$ cat src/rtl/cnt_ctrl.sv
// Job sequencer driving the load/enable inputs of a loadable WIDTH-bit up-counter.
// Optional abort support is compiled in with `define CNT_CTRL_ABORT_EN.
module cnt_ctrl #(
   parameter int WIDTH = 5
) (
   input  logic             clk,
   input  logic             rst,
   input  logic             req_valid,
   input  logic [WIDTH-1:0] req_start,
   input  logic [WIDTH-1:0] req_limit,
   output logic             req_ready,
   input  logic             pause,
   input  logic             abort,
   input  logic [WIDTH-1:0] cnt_out,
   output logic [WIDTH-1:0] cnt_in,
   output logic             load,
   output logic             enab,
   output logic             busy,
   output logic             done,
   output logic             wrapped
);

   typedef enum logic [1:0] {
      S_IDLE,
      S_LOAD,
      S_RUN,
      S_DONE
   } state_t;

   state_t           state_q;
   logic [WIDTH-1:0] cnt_in_q;
   logic [WIDTH-1:0] limit_q;
   logic             wrapped_q;
   logic             load_q;
   logic             busy_q;
   logic             done_q;
   logic             ready_q;

   logic             at_limit;
   logic             all_ones;
   logic             abort_hit;

   assign at_limit = (cnt_out == limit_q);
   assign all_ones = &cnt_out;

`ifdef CNT_CTRL_ABORT_EN
   assign abort_hit = abort && ((state_q == S_LOAD) || (state_q == S_RUN));
`else
   logic unused_abort;
   assign unused_abort = abort;
   assign abort_hit    = 1'b0;
`endif

   // The counter must stop in the same cycle an abort is seen, hence the gating here.
   assign enab      = (state_q == S_RUN) && !pause && !at_limit && !abort_hit;
   assign load      = load_q && !abort_hit;
   assign cnt_in    = cnt_in_q;
   assign busy      = busy_q;
   assign done      = done_q;
   assign wrapped   = wrapped_q;
   assign req_ready = ready_q;

   // NOTE: non-blocking assignments so every register samples pre-edge values.
   always_ff @(posedge clk) begin
      if (rst) begin
         state_q   <= S_IDLE;
         cnt_in_q  <= '0;
         limit_q   <= '0;
         wrapped_q <= 1'b0;
         load_q    <= 1'b0;
         busy_q    <= 1'b0;
         done_q    <= 1'b0;
         ready_q   <= 1'b1;
      end else begin
         case (state_q)
            S_IDLE: begin
               if (req_valid) begin
                  state_q   <= S_LOAD;
                  cnt_in_q  <= req_start;
                  limit_q   <= req_limit;
                  wrapped_q <= 1'b0;
                  load_q    <= 1'b1;
                  busy_q    <= 1'b1;
                  ready_q   <= 1'b0;
               end
            end
            S_LOAD: begin
               load_q <= 1'b0;
               if (abort_hit) begin
                  state_q <= S_IDLE;
                  busy_q  <= 1'b0;
                  ready_q <= 1'b1;
               end else begin
                  state_q <= S_RUN;
               end
            end
            S_RUN: begin
               if (abort_hit) begin
                  state_q <= S_IDLE;
                  busy_q  <= 1'b0;
                  ready_q <= 1'b1;
               end else begin
                  if (enab && all_ones) begin
                     wrapped_q <= 1'b1;
                  end
                  if (at_limit) begin
                     state_q <= S_DONE;
                     done_q  <= 1'b1;
                  end
               end
            end
            S_DONE: begin
               state_q <= S_IDLE;
               done_q  <= 1'b0;
               busy_q  <= 1'b0;
               ready_q <= 1'b1;
            end
            default: begin
               state_q <= S_IDLE;
               load_q  <= 1'b0;
               done_q  <= 1'b0;
               busy_q  <= 1'b0;
               ready_q <= 1'b1;
            end
         endcase
      end
   end

endmodule

$ cat config.mk
export PLATFORM = sky130hd
export DESIGN_NAME = cnt_ctrl
export DESIGN_NICKNAME = d
export VERILOG_FILES = /design/src/rtl/cnt_ctrl.sv
export SDC_FILE = /design/constraint.sdc
export NUM_CORES = 1
export LEC_CHECK = 0
export CORE_MARGIN = 5
export CORE_UTILIZATION = 37
export DETAILED_ROUTE_END_ITERATION = 10
export PLACE_DENSITY_LB_ADDON = 0.3
export SKIP_CTS_REPAIR_TIMING = 1
export SLEW_MARGIN = 20
export SYNTH_ARGS = -nofsm -noshare
export SYNTH_HDL_FRONTEND = slang
export SYNTH_SLANG_ARGS = --single-unit
$ cat constraint.sdc
create_clock -name clk -period 1.5 [get_ports clk]
set_input_delay 0.3 -clock clk [delete_from_list [all_inputs] [get_ports clk]]
set_output_delay 0.3 -clock clk [all_outputs]
set_load 0.02 [all_outputs]
==> impl_metrics.yaml, run 1 <==
grt:
  grt_max_degree: 16
  grt_overflow: 0
  grt_usage: 0.133
  antenna_found_initial: 0
  grt_pass1_wl_mm: 3.34
  first_global_vias: 775
clock_network:
  h-tree-depth: 1
  cts_sinks: 17
  cts.clk_slew.worst_paths_ns: 0.11
  clk_path_buf_depth: 2
  clk_latency_ns: 0.30
  cts_tree: "done"
  clock-root-buffer: "clkbuf_4"
  numCtsBuffers: 3
die:
  ioPinCount: 31
  fp.dieH_um: 56.2
  num_rows: 16
  die_x_um: 56.2
  coreArea_um2: 2000
  die_area_um2: 3150
  initial_core_util: 0.394
route:
  dr.pass1.iters: 3
  viasPerCell: 4.80
  drc: 0
  drt_iter0_drc: 6
  vias: 840
  drt_wl_total_mm: 2.27
  wire_per_inst_um: 13.0
  ant_nets: 0
setup_path:
  r2r-end: "state_q[1]$_SDFFE_PP0P_"
  required_ns: 1.20
  crit_type: "flop to output pin"
  critPathMaxFanout: 2
  crit_path_start_kind: "flop"
  crit_path_end_kind: "output pin"
  worstReg2RegStart: "state_q[0]$_SDFFE_PP0P_"
  r2r_slack_ns: -0.04
  reg2reg_depth: 8
  crit_arrival_ns: 1.26
final_layout:
  antenna_cells: 0
  layout-area-overhead-vs-synth_pct: 85.4
  n_fill_cell: 156
  layout-drive-gt1-share: 0.345
  nets: 173
  final_core_util: 0.730
synthesis:
  syn_inst: 98
  avgSynthCellArea_um2: 8.04
  synth.top_cell.area_share: 0.432
  syn_nets: 122
  syn_area_um2: 788
  ys.warnings.count: 0
  synth_cell_type_count: 25
  ys_seq_elements: 17
  synth_area_leaders: "dfxtp_1 43%, nand2_1 12%, a21oi_1 8.3%"
  ys_seq_area_frac: 0.432
  synth_largest_area_cell: "dfxtp_1"
flow_run:
  cap_violations: 0
hold_path:
  hold_path.class: "flop to flop"
  holdPathEnd: "cnt_in[1]$_SDFFE_PP0P_"
  min_from: "cnt_in[1]$_SDFFE_PP0P_"
  whs_path_depth: 2
sta:
  clock-skew-final_ns: 0.00451
  slew_violations: 0
  worst_pin_slew_ns: 0.239
  finalHoldViolations: 0
  finalSetupViolCount: 2
  fmax_mhz: 641
  period_minus_slack_ns: 1.56
  min_period_over_period: 1.04
  rsz0062_at_grt: "true"
  slew_headroom: 0.840
  worst_slack_ns: -0.0593
pwr:
  peakVddDrop_uv: 1040
  p_leak_nw: 0.759
  power_mw: 2.20
  power_density_nw_per_um2: 1510
placement:
  dp_hpwl_mm: 1.56
  gp_congestion: 0.791
  pre_cts_slack_ns: -0.641
  io_buffers: 29
outcome:
  violations: "negative setup slack"
  status: "finished with violations"
-- cells by family (layout without fill, tap and decap cells) --
kind of cell    after synthesis  count (layout)  synth area share
simple gates                 44              44             0.257
compound gates               20              20             0.144
flops                        17              17             0.432
buf+inv                       7              57            0.0349
xor+xnor                      5               5            0.0556
fa+ha+maj                     4               4            0.0635
mux                           1               1            0.0127
-- placed cells by master (no fill, tap or decap), drive strengths merged --
cell           instances
ha                     4
clkinvlp               1
a211oi                 1
or3b                   1
clkbuf                 3
clkdlybuf4s50         13
or4                    1
nand2b                 3
a21oi                 13
or2                    1
nor4                   1
buf                   22
inv                    3
nand3                  2
dlymetal6s2s          15
dfxtp                 17
mux2i                  1
xnor2                  5
or2b                   1
nor2b                  1
o21ai                  2
o311ai                 1
o21a                   2
o31ai                  1
nor3b                  1
and2                   1
nand2                 25
nor2                   6
-- power breakdown --
part           internal, mW  leakage (nW)  switching (mW)  total, mW
Sequential            0.576         0.142          0.0772      0.653
Clock                 0.102        0.0139           0.164      0.266
Combinational         0.707         0.603           0.574       1.28
-- sequential cells by signal, indices dropped and copies added (netlist names) --
name       count
wrapped        1
busy           1
load           1
done           1
state_q        2
req_ready      1
cnt_in         5
limit_q        5
-- synthesized netlist by cell type, drive strengths merged --
cell / instances
nand2: 25
nor3b: 1
clkbuf: 3
nor4: 1
o311ai: 1
or2b: 1
or3b: 1
inv: 3
xnor2: 5
o31ai: 1
dfxtp: 17
nand3: 2
nor2: 6
o21a: 2
nand2b: 3
o21ai: 2
ha: 4
mux2i: 1
or2: 1
or4: 1
buf: 1
and2: 1
a21oi: 13
nor2b: 1
a211oi: 1
-- how the worst max path moves through the flow --
stage,start,endpoint,slack (ns),cells after the start
5_1_grt,limit_q[1]$_SDFFE_PP0P_,enab,-0.20,5
3_5_place_dp,cnt_out[3],enab,-0.64,6
6_report,limit_q[1]$_SDFFE_PP0P_,enab,-0.06,5
3_3_place_gp,cnt_out[4],enab,-0.64,6
2_1_floorplan,state_q[0]$_SDFFE_PP0P_,enab,0.06,3
4_1_cts,cnt_out[3],enab,-0.64,6
-- routing by layer --
metal | share of wire | track usage | up-vias | wire, um
met4 | 0.018 | 0.0305 | 0 | 40
met3 | 0.055 | 0.0534 | 4 | 125
li1 | - | - | 429 | -
met1 | 0.44 | 0.156 | 381 | 997
met2 | 0.49 | 0.225 | 26 | 1100
met5 | 0 | 0 | - | 0
-- layout make-up --
cell class,instances,area [um^2],area share
Multi-Input combinational cell,74,531,0.363
Timing Repair Buffer,50,507,0.347
Sequential cell,17,349,0.239
Tap cell,27,33.8,0.0231
Clock buffer,3,22.5,0.0154
Inverter,3,11.3,0.00771
Clock inverter,1,7.51,0.00514
-- metrics by stage --
stage	instance area, um^2	TNS [ns]	instances	hold slack [ns]
detailed placement	1250	-1.91	169	0.453
finish	1460	-0.0964	175	0.462
CTS	1280	-1.89	173	0.467
floorplan	788	0	98	0.436
global route	1460	-0.468	175	0.498
global placement	1250	-1.72	169	0.442
-- critical path, stage by stage, from the launching register on --
cell	delay (ns)
dfxtp_2	0.35
xnor2_2	0.13
nand3_1	0.12
nor2_2	0.06
nor3b_2	0.14
buf_4	0.16
No activity file was read; power rests on OpenSTA's default activity.
==> run 2, diff against run 1 <==
--- a/config.mk
+++ b/config.mk
@@ -5,6 +5,7 @@
 export SDC_FILE = /design/constraint.sdc
 export NUM_CORES = 1
 export LEC_CHECK = 0
+export CORE_ASPECT_RATIO = 1.2
 export CORE_MARGIN = 5
 export CORE_UTILIZATION = 37
 export DETAILED_ROUTE_END_ITERATION = 10
==> run 2 against run 1 <==
Net effect: worst setup slack lost 0.059 ns; global-route usage grew 0.99 points; sequential share of layout area grew 0.58 points; critical endpoint unchanged; wire length grew 2.5%; maximum frequency shrank 3.7%; clock power shrank 5%; the flow still finishes with violations (negative setup slack); combinational power is essentially flat; first-iteration DRC count shrank 50%; via count shrank 1.7%; largest cell class is now buffers; register-to-register slack gained 0.03 ns; die area grew 0.12%; cell count grew 1.7%.
==> impl_metrics.yaml, run 2 (synthesis results as in run 1) <==
sta:
  finalSetupViolCount: 2
  slew_headroom: 0.831
  rsz0062_at_grt: "true"
  slew_violations: 0
  whs_ns: 0.453
  period_minus_slack_ns: 1.62
  worst_pin_slew_ns: 0.249
  finalHoldViolations: 0
  worst_slack_ns: -0.119
  clock-skew-final_ns: 0.00282
  fmax_mhz: 618
  min_period_over_period: 1.08
final_layout:
  multi_input_area_um2: 490
  mostFrequentLayoutCell: "nand2_1"
  n_fill_cell: 166
  layout_common_cells: "24 x nand2_1, 18 x buf_4, 15 x dlymetal6s2s_1"
  layout-drive-gt1-share: 0.277
  layout-area-overhead-vs-synth_pct: 79.0
  design_area_um2: 1410
  nets: 173
  antenna_cells: 0
  fin_cells: 178
  ff_latch_area_um2: 345
placement:
  dp_hpwl_mm: 1.61
  gp_congestion: 0.835
  io_buffers: 29
  placed_area_um2: 1250
  dp_cells: 171
outcome:
  status: "finished with violations"
  violations: "negative setup slack"
grt:
  grt_overflow: 0
  antenna_found_initial: 0
  grt_pass1_wl_mm: 3.33
  first_global_vias: 843
  grt_max_degree: 17
  grt_usage: 0.143
route:
  viasPerCell: 4.64
  drt_iter0_drc: 3
  ant_nets: 0
  vias: 826
  wire_per_inst_um: 13.1
  dr.pass1.iters: 2
  drc: 0
  drt_wl_total_mm: 2.33
die:
  ioPinCount: 31
  die_area_um2: 3160
  coreArea_um2: 2050
  die_x_um: 52.1
  fp.dieH_um: 60.6
  initial_core_util: 0.385
  num_rows: 18
setup_path:
  critPathLaunch: "limit_q[1]$_SDFFE_PP0P_"
  r2r_slack_ns: -0.01
  required_ns: 1.20
  crit_arrival_ns: 1.32
  crit_type: "flop to output pin"
  crit_path_end_kind: "output pin"
  worstReg2RegStart: "state_q[1]$_SDFFE_PP0P_"
  crit_path_start_kind: "flop"
  critPathMaxFanout: 2
pwr:
  p_leak_nw: 0.738
  peakVddDrop_uv: 876
  power_density_nw_per_um2: 1530
  power_mw: 2.16
clock_network:
  cts_sinks: 17
  cts.clk_slew.worst_paths_ns: 0.10
  clk_latency_ns: 0.29
  clock-root-buffer: "clkbuf_4"
  clk_path_buf_depth: 2
  h-tree-depth: 1
  numCtsBuffers: 3
  cts_tree: "done"
hold_path:
  min_from: "cnt_out[0]"
  hold_path.class: "input pin to flop"
flow_run:
  cap_violations: 0
==> run 2: changes by cell type in the layout (fill, tap and decap cells not counted), sizes merged <==
cell / delta
clkinvlp: -1
clkbuf: +1
==> run 2: report_power, final <==
group	total, mW	internal [mW]	switching (mW)
Sequential	0.648	0.573	0.0751
Combinational	1.26	0.694	0.566
Clock	0.253	0.104	0.149
==> run 2: layout make-up <==
type,count,share of cell area
Timing Repair Buffer,50,0.355
Tap cell,30,0.0266
Multi-Input combinational cell,74,0.348
Inverter,3,0.00798
Clock buffer,4,0.0186
Sequential cell,17,0.245
==> run 2: path summary, 6_finish.rpt <==
kind                                  to  cells past startpoint
setup reg to reg       done$_SDFFE_PP0P_                      5
hold / removal      wrapped$_SDFFE_PP0P_                      5
hold reg to reg   cnt_in[2]$_SDFFE_PP0P_                      2
setup / recovery                    enab                      5
==> run 2: routing by layer <==
| layer | routed length (um) | vias up | global-route usage | part of all wire |
|---|---|---|---|---|
| li1 | - | 421 | - | - |
| met4 | 43 | 0 | 0.0766 | 0.018 |
| met5 | 0 | - | 0 | 0 |
| met1 | 929 | 381 | 0.143 | 0.40 |
| met3 | 118 | 4 | 0.0491 | 0.051 |
| met2 | 1230 | 20 | 0.259 | 0.53 |
==> run 2: per-stage QoR <==
| step | TNS, ns | util | setup slack [ns] |
|---|---|---|---|
| 5_1_grt | -0.412 | 0.689 | -0.190 |
| 3_5_place_dp | -1.91 | 0.609 | -0.670 |
| 4_1_cts | -1.68 | 0.621 | -0.679 |
| 3_3_place_gp | -1.73 | 0.609 | -0.633 |
| 2_1_floorplan | 0 | - | 0.0562 |
| 6_report | -0.127 | 0.689 | -0.119 |
==> run 2: worst max-delay path, stage by stage, from the launching register on <==
cell,delay (ns)
dfxtp_2,0.35
xnor2_2,0.12
nand3_1,0.10
nor2_1,0.06
nor3b_1,0.20
buf_2,0.20
